## src/rtl/note_sequencer_if.sv

```systemverilog
// Control and note bus between the sequencer and its controller.
// Controller drives transport/pattern inputs; sequencer drives note/gate.
interface note_sequencer_if;
  logic       START;
  logic       STOP;
  logic       LOOP;
  logic       PATTERN_SEL;
  logic [1:0] TEMPO_SEL;
  logic [1:0] NOTE_SEL;
  logic       GATE;
  logic [3:0] STEP_IDX;
  logic       STEP_STROBE;
  logic       BUSY;

  modport master (
    output START, STOP, LOOP, PATTERN_SEL, TEMPO_SEL,
    input  NOTE_SEL, GATE, STEP_IDX, STEP_STROBE, BUSY
  );

  modport slave (
    input  START, STOP, LOOP, PATTERN_SEL, TEMPO_SEL,
    output NOTE_SEL, GATE, STEP_IDX, STEP_STROBE, BUSY
  );
endinterface

```

## src/rtl/note_sequencer.sv

```systemverilog
// 16-step note pattern player feeding the tone oscillator.
// Drives note select, articulation gate, step index and step strobe.
module note_sequencer #(
  parameter int BEAT_CYC = 2500,
  parameter int GAP_CYC  = 250,
  parameter int CNT_W    = 16
) (
  input  logic CLK,
  input  logic RST_N,
  note_sequencer_if.slave bus
);

  typedef enum logic [1:0] {
    IDLE,
    NOTE,
    GAP
  } state_t;

  // Packed {step15 .. step0}, two bits per step.
  localparam logic [31:0] ROM0 = 32'h1BE4_1BE4;
  localparam logic [31:0] ROM1 = 32'h8D72_9CD8;
  localparam logic [CNT_W-1:0] GAP_W = CNT_W'(GAP_CYC);

  state_t           state_q, state_d;
  logic [CNT_W-1:0] cnt_q, cnt_d;
  logic [CNT_W-1:0] last_q, last_d;
  logic [3:0]       step_q, step_d;
  logic             pat_q, pat_d;
  logic [1:0]       note_q, note_d;
  logic             gate_q, gate_d;
  logic             strobe_q, strobe_d;
  logic             busy_q, busy_d;

  function automatic logic [1:0] rom(
    input logic       pat,
    input logic [3:0] idx
  );
    logic [31:0] tbl;
    tbl = pat ? ROM1 : ROM0;
    return tbl[{idx, 1'b0} +: 2];
  endfunction

  // Last counter value of a step for a given tempo.
  function automatic logic [CNT_W-1:0] last_of(
    input logic [1:0] tempo
  );
    return CNT_W'((BEAT_CYC << tempo) - 1);
  endfunction

  // Next-state: STOP beats START, START restarts from any state.
  always_comb begin
    state_d  = state_q;
    cnt_d    = cnt_q;
    last_d   = last_q;
    step_d   = step_q;
    pat_d    = pat_q;
    note_d   = note_q;
    gate_d   = gate_q;
    strobe_d = 1'b0;
    busy_d   = busy_q;
    if (bus.STOP) begin
      state_d = IDLE;
      gate_d  = 1'b0;
      busy_d  = 1'b0;
    end else if (bus.START) begin
      state_d  = NOTE;
      pat_d    = bus.PATTERN_SEL;
      last_d   = last_of(bus.TEMPO_SEL);
      step_d   = 4'd0;
      cnt_d    = '0;
      note_d   = rom(bus.PATTERN_SEL, 4'd0);
      gate_d   = 1'b1;
      strobe_d = 1'b1;
      busy_d   = 1'b1;
    end else begin
      unique case (state_q)
        NOTE: begin
          cnt_d = cnt_q + 1'b1;
          if (cnt_q == last_q - GAP_W) begin
            state_d = GAP;
            gate_d  = 1'b0;
          end
        end
        GAP: begin
          cnt_d = cnt_q + 1'b1;
          if (cnt_q == last_q) begin
            if (step_q != 4'd15 || bus.LOOP) begin
              state_d  = NOTE;
              step_d   = step_q + 4'd1;
              cnt_d    = '0;
              last_d   = last_of(bus.TEMPO_SEL);
              note_d   = rom(pat_q, step_q + 4'd1);
              gate_d   = 1'b1;
              strobe_d = 1'b1;
            end else begin
              state_d = IDLE;
              busy_d  = 1'b0;
            end
          end
        end
        default: ;
      endcase
    end
  end

  // State and registered outputs.
  always_ff @(posedge CLK or negedge RST_N) begin
    if (!RST_N) begin
      state_q  <= IDLE;
      cnt_q    <= '0;
      last_q   <= '0;
      step_q   <= 4'd0;
      pat_q    <= 1'b0;
      note_q   <= 2'd0;
      gate_q   <= 1'b0;
      strobe_q <= 1'b0;
      busy_q   <= 1'b0;
    end else begin
      state_q  <= state_d;
      cnt_q    <= cnt_d;
      last_q   <= last_d;
      step_q   <= step_d;
      pat_q    <= pat_d;
      note_q   <= note_d;
      gate_q   <= gate_d;
      strobe_q <= strobe_d;
      busy_q   <= busy_d;
    end
  end

  assign bus.NOTE_SEL    = note_q;
  assign bus.GATE        = gate_q;
  assign bus.STEP_IDX    = step_q;
  assign bus.STEP_STROBE = strobe_q;
  assign bus.BUSY        = busy_q;

endmodule
```

## src/flat_wrapper.sv

```systemverilog
// flat-port wrapper written by rule: the top's interface ports become plain ports
module note_sequencer_flat 
#(
  parameter int BEAT_CYC = 2500,
  parameter int GAP_CYC  = 250,
  parameter int CNT_W    = 16
)
  (CLK, RST_N, bus_START, bus_STOP, bus_LOOP, bus_PATTERN_SEL, bus_TEMPO_SEL, bus_NOTE_SEL, bus_GATE, bus_STEP_IDX, bus_STEP_STROBE, bus_BUSY);
  note_sequencer_if bus_i ();
  input  logic CLK;
  input  logic RST_N;
  input wire logic [$bits(bus_i.START)-1:0] bus_START;
  input wire logic [$bits(bus_i.STOP)-1:0] bus_STOP;
  input wire logic [$bits(bus_i.LOOP)-1:0] bus_LOOP;
  input wire logic [$bits(bus_i.PATTERN_SEL)-1:0] bus_PATTERN_SEL;
  input wire logic [$bits(bus_i.TEMPO_SEL)-1:0] bus_TEMPO_SEL;
  output wire logic [$bits(bus_i.NOTE_SEL)-1:0] bus_NOTE_SEL;
  output wire logic [$bits(bus_i.GATE)-1:0] bus_GATE;
  output wire logic [$bits(bus_i.STEP_IDX)-1:0] bus_STEP_IDX;
  output wire logic [$bits(bus_i.STEP_STROBE)-1:0] bus_STEP_STROBE;
  output wire logic [$bits(bus_i.BUSY)-1:0] bus_BUSY;
  assign bus_i.START = bus_START;
  assign bus_i.STOP = bus_STOP;
  assign bus_i.LOOP = bus_LOOP;
  assign bus_i.PATTERN_SEL = bus_PATTERN_SEL;
  assign bus_i.TEMPO_SEL = bus_TEMPO_SEL;
  assign bus_NOTE_SEL = bus_i.NOTE_SEL;
  assign bus_GATE = bus_i.GATE;
  assign bus_STEP_IDX = bus_i.STEP_IDX;
  assign bus_STEP_STROBE = bus_i.STEP_STROBE;
  assign bus_BUSY = bus_i.BUSY;
  note_sequencer #(.BEAT_CYC(BEAT_CYC), .GAP_CYC(GAP_CYC), .CNT_W(CNT_W)) u_core (.CLK(CLK), .RST_N(RST_N), .bus(bus_i));
endmodule
```

## config.mk

```make
export PLATFORM = sky130hd
export DESIGN_NAME = note_sequencer_flat
export DESIGN_NICKNAME = d
export VERILOG_FILES = /design/src/rtl/note_sequencer_if.sv /design/src/rtl/note_sequencer.sv /design/src/flat_wrapper.sv
export SDC_FILE = /design/constraint.sdc
export NUM_CORES = 1
export LEC_CHECK = 0
export CORE_MARGIN = 2
export CORE_UTILIZATION = 53
export CTS_CLUSTER_SIZE = 40
export DETAILED_ROUTE_END_ITERATION = 16
export HOLD_SLACK_MARGIN = 0.03
export PLACE_DENSITY = 0.76
export SYNTH_ARGS = -nofsm -noshare
export SYNTH_HDL_FRONTEND = slang
export SYNTH_SLANG_ARGS = --single-unit
```

## constraint.sdc

```tcl
create_clock -name CLK -period 2.5 [get_ports CLK]
set_input_delay 0.25 -clock CLK [delete_from_list [all_inputs] [get_ports CLK]]
set_output_delay 0.25 -clock CLK [all_outputs]
set_load 0.02 [all_outputs]
```

# Yosys cells after proc, flatten, opt, wreduce, memory -nomap -nowiden
# Cells that the tools add are included.
# W data, S select, Z words.
[totals] ff_bits=44 inputBits=8 word_cells=78
[classes] n_addsub=4 n_eq_ne=9 shifts=2 mux=39 bitwise_logic=1 reduce_logical=14
[op_table] op="$mux W16" count=7
[op_table] op="$eq A16 B16 Y1" count=2
[op_table] op="$mux W32" count=1
[op_table] op="$pmux W16 S2" count=1
[op_table] op="$shiftx A32 B6 Y2" count=1
[op_table] op="$add A16 B1 Y16 const B" count=1
[op_table] op="$mux W1" count=16
[op_table] op="$mux W2" count=8
[op_table] op="$mux W4" count=4
[op_table] op="$shl A12 B2 Y16 const A" count=1
[op_table] op="$sub A16 B2 Y16 const B" count=1
[op_table] op="$sub A16 B8 Y16 const B" count=1
[op_table] op="$ne A4 B3 Y1 const B" count=3
[op_table] op="$reduce_bool A3 Y1" count=3
[op_table] op="$reduce_and A4 Y1" count=2
[op_table] op="$reduce_and A3 Y1" count=2
[op_table] op="$reduce_bool A2 Y1" count=3
[op_table] op="$add A4 B1 Y4 const B" count=1
[op_table] op="$ne A4 B4 Y1 const B" count=1
[op_table] op="$pmux W2 S2" count=1
[op_table] op="$reduce_and A2 Y1" count=2
[op_table] op="$reduce_bool A4 Y1" count=1
[op_table] op="$ne A3 B3 Y1 const B" count=1
[op_table] op="$eq A2 B1 Y1 const B" count=1
[op_table] op="other kinds (4)" count=4

# Longest topological paths before layout
# Gate-level depths: netlist of run 1.
[depth] depth_word=7 mapped_depth=10

# Worst setup path after synthesis of run 1
# OpenSTA, ideal clock, no wires.
[synth_path] path_kind="reg-to-reg" startpoint="register u_core.last_q[8]" endpoint="register u_core.state_q[1]" arrival_time_ns=2.456 t_required_ns=2.378 path_slack_ns=-0.077 stages_incl_launch_ff=8 n_path_buf=1 period_less_slack_ns=2.577 path_cell_list="dfrtp_1 buf_6 or4_4 or3_4 or4_4 a41oi_2 o211ai_1 a32o_1"
[synth_between] elab_chain_cells=4 elab_cells_between_ends=6 cone_classes="1 x add/sub; 4 x eq/ne; 1 x reduce/logical"
[synth_rtl] element="from (decl)" line_no="note_sequencer.sv:26" text="logic [CNT_W-1:0] last_q, last_d;"
[synth_rtl] element="from (signal assigned)" line_no="note_sequencer.sv:121" text="last_q <= last_d;"
[synth_rtl] element="$sub A16 B8 Y16" line_no="note_sequencer.sv:79" text="if (cnt_q == last_q - GAP_W) begin"
[synth_rtl] element="$eq A16 B16 Y1" line_no="note_sequencer.sv:79"
[synth_rtl] element="$ne A4 B3 Y1 (no source line)"
[synth_rtl] element="$reduce_and A3 Y1 (no source line) (*)"
[synth_rtl] element="to (signal assigned)" line_no="note_sequencer.sv:119" text="state_q <= state_d;"
[synth_rtl] element="to (decl)" line_no="note_sequencer.sv:24" text="state_t state_q, state_d;"
# Mark *: on every way between the ends. The rest lies on a longest branch, timed or not.
# A chain may end at the register's enable or synchronous reset.

# Worst setup path after layout of run 1
[layout_path] startpoint="register u_core.last_q[10]" endpoint="register u_core.state_q[1]"
# Same word-level chain as after synthesis.

==> qor.yml, run 1 <==
worst_setup_path_start_kind: "flop"
crit_fanout: 4
utilization_pct: 63.7
placedInstanceArea_um2: 2860
cts.root.buffer_cell: "sky130_fd_sc_hd__clkbuf_8"
number_of_gates_resized_after_cts: 0
insertedDiodeCount: 0
number_of_synthesized_flops_with_an_enable_pin: 0
vias: 2009
synth.lib_cells_used.distinct: 50
worst-path-buf-inv: 0
clock_path_buffers: 2
reg2regPathDepth: 6
power_per_cell_area_nw_per_um2: 536
critical_path_required_ps: 2680
ys_seq_elements: 41
final_min_period_over_clock_period_pct: 98.1
crit_arrival_ps: 2630
worst_slew_pin_slew_ps: 891
drt_first_iter_violations: 71
final_cell_mix: "41 x sky130_fd_sc_hd__dfrtp_1, 23 x sky130_fd_sc_hd__nor2_1, 19 x sky130_fd_sc_hd__xor2_1"
drt-pass1-iter-count: 4
pwr-share-clk_pct: 34.4
final-setup-viol-count: 0
final_common_cell: "sky130_fd_sc_hd__dfrtp_1"
cp_slowest_cell: "sky130_fd_sc_hd__or4_4"
die-area_um2: 5420
power.net_switching_uw: 431
final_net_count: 314
postCtsSetupRepairBufs: 0
drc_errors: 0
layout-drive-gt1-share_pct: 13.2
crit_path_max_incr_delay_ps: 530
synth_sequential_area_ratio_pct: 39.9
pwr-share-seq_pct: 47.1
groute.usage.overall_pct: 22.0
clock-skew-final_ps: 6.35
rrSetupSlack_ps: 50
ys_warn_count: 0
n_fill_cell: 404
synth_async_sr_flop_share_pct: 100
finalHoldViolCount: 0
number_of_buffers_inserted_for_hold_repair_after_clock_tree_synthesis: 0
route.antenna.remaining_nets: 0
r2r_end: "u_core.state_q[1]"
worstSetupPathType: "reg2reg"
layout_setup_ws_ps: 48.2
cts_made_buffers: 5
fin_hold_ws_ps: 70.3
routed_wirelength_mm: 5.37
power_leakage_nw: 1.31
first_pass_grt_wire_length_mm: 9.16
floorplan.core_area_um2: 4690
grt_setup_unrepaired: "true"
intPower_mw: 1.17
finalWorstPathRequiredPeriod_ps: 2450
start_util_pct: 54.8
final_design_area_no_fill_um2: 2990
critPathTopFamily: "simple AND/OR/NAND/NOR gates"
cts.reportedPaths.clkPinSlew_ps: 80
dieWidth_um: 73.6
hold_path.class: "in2async"
via_count_of_the_first_global_routing_pass: 1972
outcome: "completed"
cts_htree_levels: 2
max-slew-margin-rel_pct: 40.6
antenna_found_initial: 0
combinationalPowerShare_pct: 18.5
max_freq_ghz: 0.408
power.total_mw: 1.60
clock-sinks: 41
netSwitchingFraction_pct: 26.9
netlist_instances: 267
maxCapViolCount: 0
critical_path.cell_chain: "or4_4, or3_4, or4_4, a41oi_4, o211ai_1, a32o_1"
io-pin-count: 17
area_growth_syn_to_layout_pct: 16.2
grt_remaining_overflow: 0
setup.worst_path.end_class: "flop"
rr_startpoint: "u_core.last_q[10]"
post_drt_via_cell_ratio: 5.76
synthesis.nets: 287
wl_per_cell_um: 15.4
numPortBuffers: 16
cpMostUsedCell: "sky130_fd_sc_hd__or4_4"
pre_cts_setup_slack_ps: 31.5
dominantRegCellSynth: "sky130_fd_sc_hd__dfrtp_1"
dp.final_hpwl_mm: 4.02
cts_tree: "done"
die_height_um: 73.6
insertion_delay_ps: 300
syn_area_per_cell_um2: 9.63
place.gp.congestion: 0.857
row_count: 25
peakVddDrop_uv: 319
synth_area_um2: 2570
report.final.slew_viol_count: 0
grt_start_max_net_pins: 42
-- sequential cells by signal (all words and copies together), names as in the netlist --
| signal | cells |
|---|---|
| u_core.bus.BUSY | 1 |
| u_core.bus.GATE | 1 |
| u_core.bus.NOTE_SEL | 2 |
| u_core.bus.STEP_IDX | 4 |
| u_core.bus.STEP_STROBE | 1 |
| u_core.cnt_q | 16 |
| u_core.last_q | 13 |
| u_core.pat_q | 1 |
| u_core.state_q | 2 |
-- power by group through the flow --
stage / Sequential [mW] / Clock (mW) / Combinational, mW
after floorplan: 0.755 / 0 / 0.199
after global placement: 0.762 / 0 / 0.283
after detailed placement: 0.766 / 0 / 0.290
after CTS: 0.753 / 0.568 / 0.294
after global routing: 0.760 / 0.595 / 0.329
final: 0.754 / 0.550 / 0.295
-- synth_stat cells (4+ instances only) --
cell,number,area [um2]
sky130_fd_sc_hd__inv_1,16,60.1
sky130_fd_sc_hd__or3_1,4,25.0
sky130_fd_sc_hd__xnor2_1,18,158
sky130_fd_sc_hd__ha_1,12,150
sky130_fd_sc_hd__a21oi_1,13,65.1
sky130_fd_sc_hd__xor2_1,19,166
sky130_fd_sc_hd__nand3_1,13,65.1
sky130_fd_sc_hd__nor3_1,7,35.0
sky130_fd_sc_hd__and3_1,5,31.3
sky130_fd_sc_hd__o21ai_0,12,60.1
sky130_fd_sc_hd__nand2_1,8,30.0
sky130_fd_sc_hd__clkbuf_1,8,30.0
sky130_fd_sc_hd__mux2_2,5,56.3
sky130_fd_sc_hd__o211ai_1,5,37.5
sky130_fd_sc_hd__nand4_1,4,25.0
sky130_fd_sc_hd__nor2_1,23,86.3
sky130_fd_sc_hd__dfrtp_1,41,1030
-- area by class of cell --
class	count	area, um2	area share [%]
Clock inverter	1	30.0	1.01
Multi-Input combinational cell	196	1430	47.8
Sequential cell	41	1030	34.4
Inverter	16	60.1	2.01
Clock buffer	7	86.3	2.89
Timing Repair Buffer	34	290	9.72
Tap cell	54	67.6	2.26
-- per-stage QoR --
step                      TNS, ps  std cells
after detailed placement        0        341
after CTS                       0        349
final                           0        349
after global placement          0        341
after floorplan             -31.5        267
after global routing        -16.5        349
-- worst max path at each step --
stage	start	end	slack (ps)	cells after the start
global placement	u_core.last_q[8]	u_core.state_q[1]	70	6
CTS	u_core.last_q[8]	u_core.state_q[1]	10	6
finish	u_core.last_q[10]	u_core.state_q[1]	50	6
detailed placement	u_core.last_q[8]	u_core.state_q[1]	30	6
floorplan	u_core.last_q[8]	u_core.state_q[1]	-30	7
global route	u_core.last_q[10]	u_core.state_q[1]	-20	6
-- cells by family (layout without fill, tap and decap cells) --
| kind of cell | after synthesis | in the layout | share of synthesized area [%] |
|---|---|---|---|
| compound gates | 51 | 51 | 13.8 |
| xor+xnor | 37 | 37 | 12.6 |
| fa+ha+maj | 12 | 12 | 5.84 |
| buf+inv | 30 | 58 | 5.21 |
| flops | 41 | 41 | 39.9 |
| mux | 9 | 9 | 3.80 |
| simple gates | 87 | 87 | 18.8 |
-- routing by layer --
layer / share of wire (%) / routed length, um / GRT usage (%) / vias to the layer above
met5: 0 / 0 / 0 / -
met4: 0.95 / 51 / 4.85 / 0
met3: 2.9 / 157 / 5.35 / 6
met2: 48 / 2560 / 36.1 / 22
met1: 48 / 2600 / 29.6 / 993
li1: - / - / - / 988
Power figures use the tool's default switching activity.
==> run 2, diff against run 1 <==
--- a/config.mk
+++ b/config.mk
@@ -5,12 +5,14 @@
 export SDC_FILE = /design/constraint.sdc
 export NUM_CORES = 1
 export LEC_CHECK = 0
-export CORE_MARGIN = 2
-export CORE_UTILIZATION = 53
+export CELL_PAD_IN_SITES_DETAIL_PLACEMENT = 0
+export CELL_PAD_IN_SITES_GLOBAL_PLACEMENT = 2
+export CORE_MARGIN = 4
+export CORE_UTILIZATION = 34
 export CTS_CLUSTER_SIZE = 40
 export DETAILED_ROUTE_END_ITERATION = 16
 export HOLD_SLACK_MARGIN = 0.03
-export PLACE_DENSITY = 0.76
+export PLACE_DENSITY_LB_ADDON = 0.1
 export SYNTH_ARGS = -nofsm -noshare
 export SYNTH_HDL_FRONTEND = slang
 export SYNTH_SLANG_ARGS = --single-unit
==> run 2 against run 1 <==
  * Via count shrank 2.4%
  * Critical path depth unchanged
  * Sequential power down 0.5%
  * Flip-flop and latch count unchanged
  * Final cell count up 14%
  * Clock skew decreased by 1.9 ps
  * Non-clock buffer count rose by 4
  * Die area grew 66%
  * Fmax about the same
  * Core utilization shrank 21 points
  * Combinational power increased by 4%
  * First-iteration DRC count grew 11%
  * Critical path type unchanged
  * Critical endpoint unchanged
  * Largest power group unchanged
  * Highest routed layer unchanged
==> qor.yml, run 2 (synthesis results as in run 1) <==
cts_htree_levels: 2  # unchanged
antenna_found_initial: 0  # unchanged
power.net_switching_uw: 456  # +5.7%
grt_remaining_overflow: 0  # unchanged
finalWorstPathRequiredPeriod_ps: 2450  # -1.45 ps
row_count: 31  # +24%
groute.usage.overall_pct: 15.2  # -6.8 points
final_min_period_over_clock_period_pct: 98.0  # about the same
wl_per_cell_um: 15.2  # -1.2%
power_per_cell_area_nw_per_um2: 549  # +2.4%
route.antenna.remaining_nets: 0  # unchanged
combinationalPowerShare_pct: 18.1  # -0.4 points
dp.final_hpwl_mm: 4.58  # +14%
final_cell_mix: "41 x sky130_fd_sc_hd__dfrtp_1, 23 x sky130_fd_sc_hd__nor2_1, 21 x sky130_fd_sc_hd__buf_4"
clock-sinks: 41  # unchanged
hold_path.class: "in2async"
setup.worst_path.end_class: "flop"
intPower_mw: 1.25  # +6.8%
number_of_buffers_inserted_for_hold_repair_after_clock_tree_synthesis: 0  # unchanged
largest_register_ffs: 16  # unchanged
final_net_count: 318  # +1.3%
number_of_gates_resized_after_cts: 0  # unchanged
insertion_delay_ps: 290  # about the same
power_leakage_nw: 1.34  # +2.5%
die-area_um2: 9010  # +66%
cts.reportedPaths.clkPinSlew_ps: 90  # about the same
critical_path_required_ps: 2690  # about the same
cts_tree: "done"
die_height_um: 94.9  # +29%
rr_startpoint: "u_core.last_q[8]"
regMostFlops: "u_core.cnt_q"
dieWidth_um: 94.9  # +29%
cts_made_buffers: 5  # unchanged
insertedDiodeCount: 0  # unchanged
place.detailed.instances: 390  # +14%
peakVddDrop_uv: 255  # -20%
postCtsSetupRepairBufs: 0  # unchanged
pwr-share-clk_pct: 37.9  # +3.5 points
max-slew-margin-rel_pct: 37.3  # -3.3 points
netSwitchingFraction_pct: 26.7  # -0.19 points
pwr-share-seq_pct: 44.0  # -3.1 points
maxCapViolCount: 0  # unchanged
start_util_pct: 35.2  # -20 points
final_design_area_no_fill_um2: 3110  # +4.0%
worstSetupPathType: "reg2reg"
floorplan.core_area_um2: 7290  # +55%
clock_path_buffers: 2  # unchanged
io-pin-count: 17  # unchanged
cts.root.buffer_cell: "sky130_fd_sc_hd__clkbuf_8"
final_cells: 398  # +14%
routed_wirelength_mm: 6.05  # +13%
numPortBuffers: 16  # unchanged
outcome: "completed"
place.gp.congestion: 0.769  # -10%
layout-drive-gt1-share_pct: 14.7  # +1.5 points
grt_setup_unrepaired: "true"
rrSetupSlack_ps: 50  # about the same
vias: 1961  # -2.4%
final-setup-viol-count: 0  # unchanged
crit_arrival_ps: 2640  # about the same
grt_start_max_net_pins: 42  # unchanged
report.final.slew_viol_count: 0  # unchanged
area_growth_syn_to_layout_pct: 20.8
utilization_pct: 42.6  # -21 points
crit_fanout: 4  # unchanged
reg2regPathDepth: 6  # unchanged
post_drt_via_cell_ratio: 4.93  # -14%
first_pass_grt_wire_length_mm: 10.6  # +15%
drc_errors: 0  # unchanged
finalHoldViolCount: 0  # unchanged
max_freq_ghz: 0.408  # about the same
clock-skew-final_ps: 4.45  # -1.90 ps
worst_slew_pin_slew_ps: 940  # +49.2 ps
final_common_cell: "sky130_fd_sc_hd__dfrtp_1"
drt-pass1-iter-count: 4  # unchanged
worst_setup_path_start_kind: "flop"
drt_first_iter_violations: 79  # +11%
via_count_of_the_first_global_routing_pass: 2058  # +4.4%
r2r_end: "u_core.state_q[1]"
placedInstanceArea_um2: 2960  # +3.5%
run 2: power groups by stage:
stage	clock network [mW]	registers [mW]	logic (mW)
after detailed placement	0	0.764	0.308
final	0.645	0.750	0.308
after CTS	0.663	0.751	0.311
after global placement	0	0.763	0.309
after global routing	0.698	0.761	0.350
after floorplan	0	0.755	0.199
run 2: worst max-delay path, stage by stage (launching register included):
cell	delay, ps
sky130_fd_sc_hd__dfrtp_1	380
sky130_fd_sc_hd__or4_4	530
sky130_fd_sc_hd__or3_4	350
sky130_fd_sc_hd__or4_4	500
sky130_fd_sc_hd__a41oi_4	190
sky130_fd_sc_hd__o211ai_1	120
sky130_fd_sc_hd__a32o_1	270
run 2: through the flow:
step / hold slack [ps] / TNS (ps) / setup WS, ps / total power, mW
2_1_floorplan: -45.6 / -31.5 / -31.5 / 0.954
3_3_place_gp: 459 / 0 / 38.5 / 1.07
3_5_place_dp: 464 / 0 / 17.9 / 1.07
4_1_cts: 136 / 0 / 0.187 / 1.72
5_1_grt: 180 / -39.7 / -36.3 / 1.81
6_report: 86.8 / 0 / 49.7 / 1.70
run 2: worst max-delay path by stage:
stage,cells after the start,end,slack [ps],from
final,6,u_core.state_q[1],50,u_core.last_q[8]
after global routing,6,u_core.state_q[1],-40,u_core.last_q[8]
after CTS,6,u_core.state_q[1],0.2,u_core.last_q[8]
after detailed placement,6,u_core.state_q[1],20,u_core.last_q[8]
after global placement,6,u_core.state_q[1],40,u_core.last_q[8]
after floorplan,7,u_core.state_q[1],-30,u_core.last_q[8]
run 2: cell type report:
| type | instances | area, um2 |
|---|---|---|
| Sequential cell | 41 | 1030 |
| Clock buffer | 5 | 68.8 |
| Clock inverter | 3 | 65.1 |
| Tap cell | 99 | 124 |
| Multi-Input combinational cell | 196 | 1430 |
| Fill cell | 774 | 4190 |
| Timing Repair Buffer | 38 | 333 |
| Inverter | 16 | 60.1 |
run 2: per-layer routing:
| metal | global-route usage (%) | vias up | part of all wire (%) | wire length [um] |
|---|---|---|---|---|
| met3 | 2.87 | 5 | 1.8 | 109 |
| met1 | 21.4 | 945 | 52 | 3150 |
| li1 | - | 998 | - | - |
| met4 | 3.61 | 0 | 0.98 | 59 |
| met5 | 0 | - | 0 | 0 |
| met2 | 24.1 | 13 | 45 | 2730 |
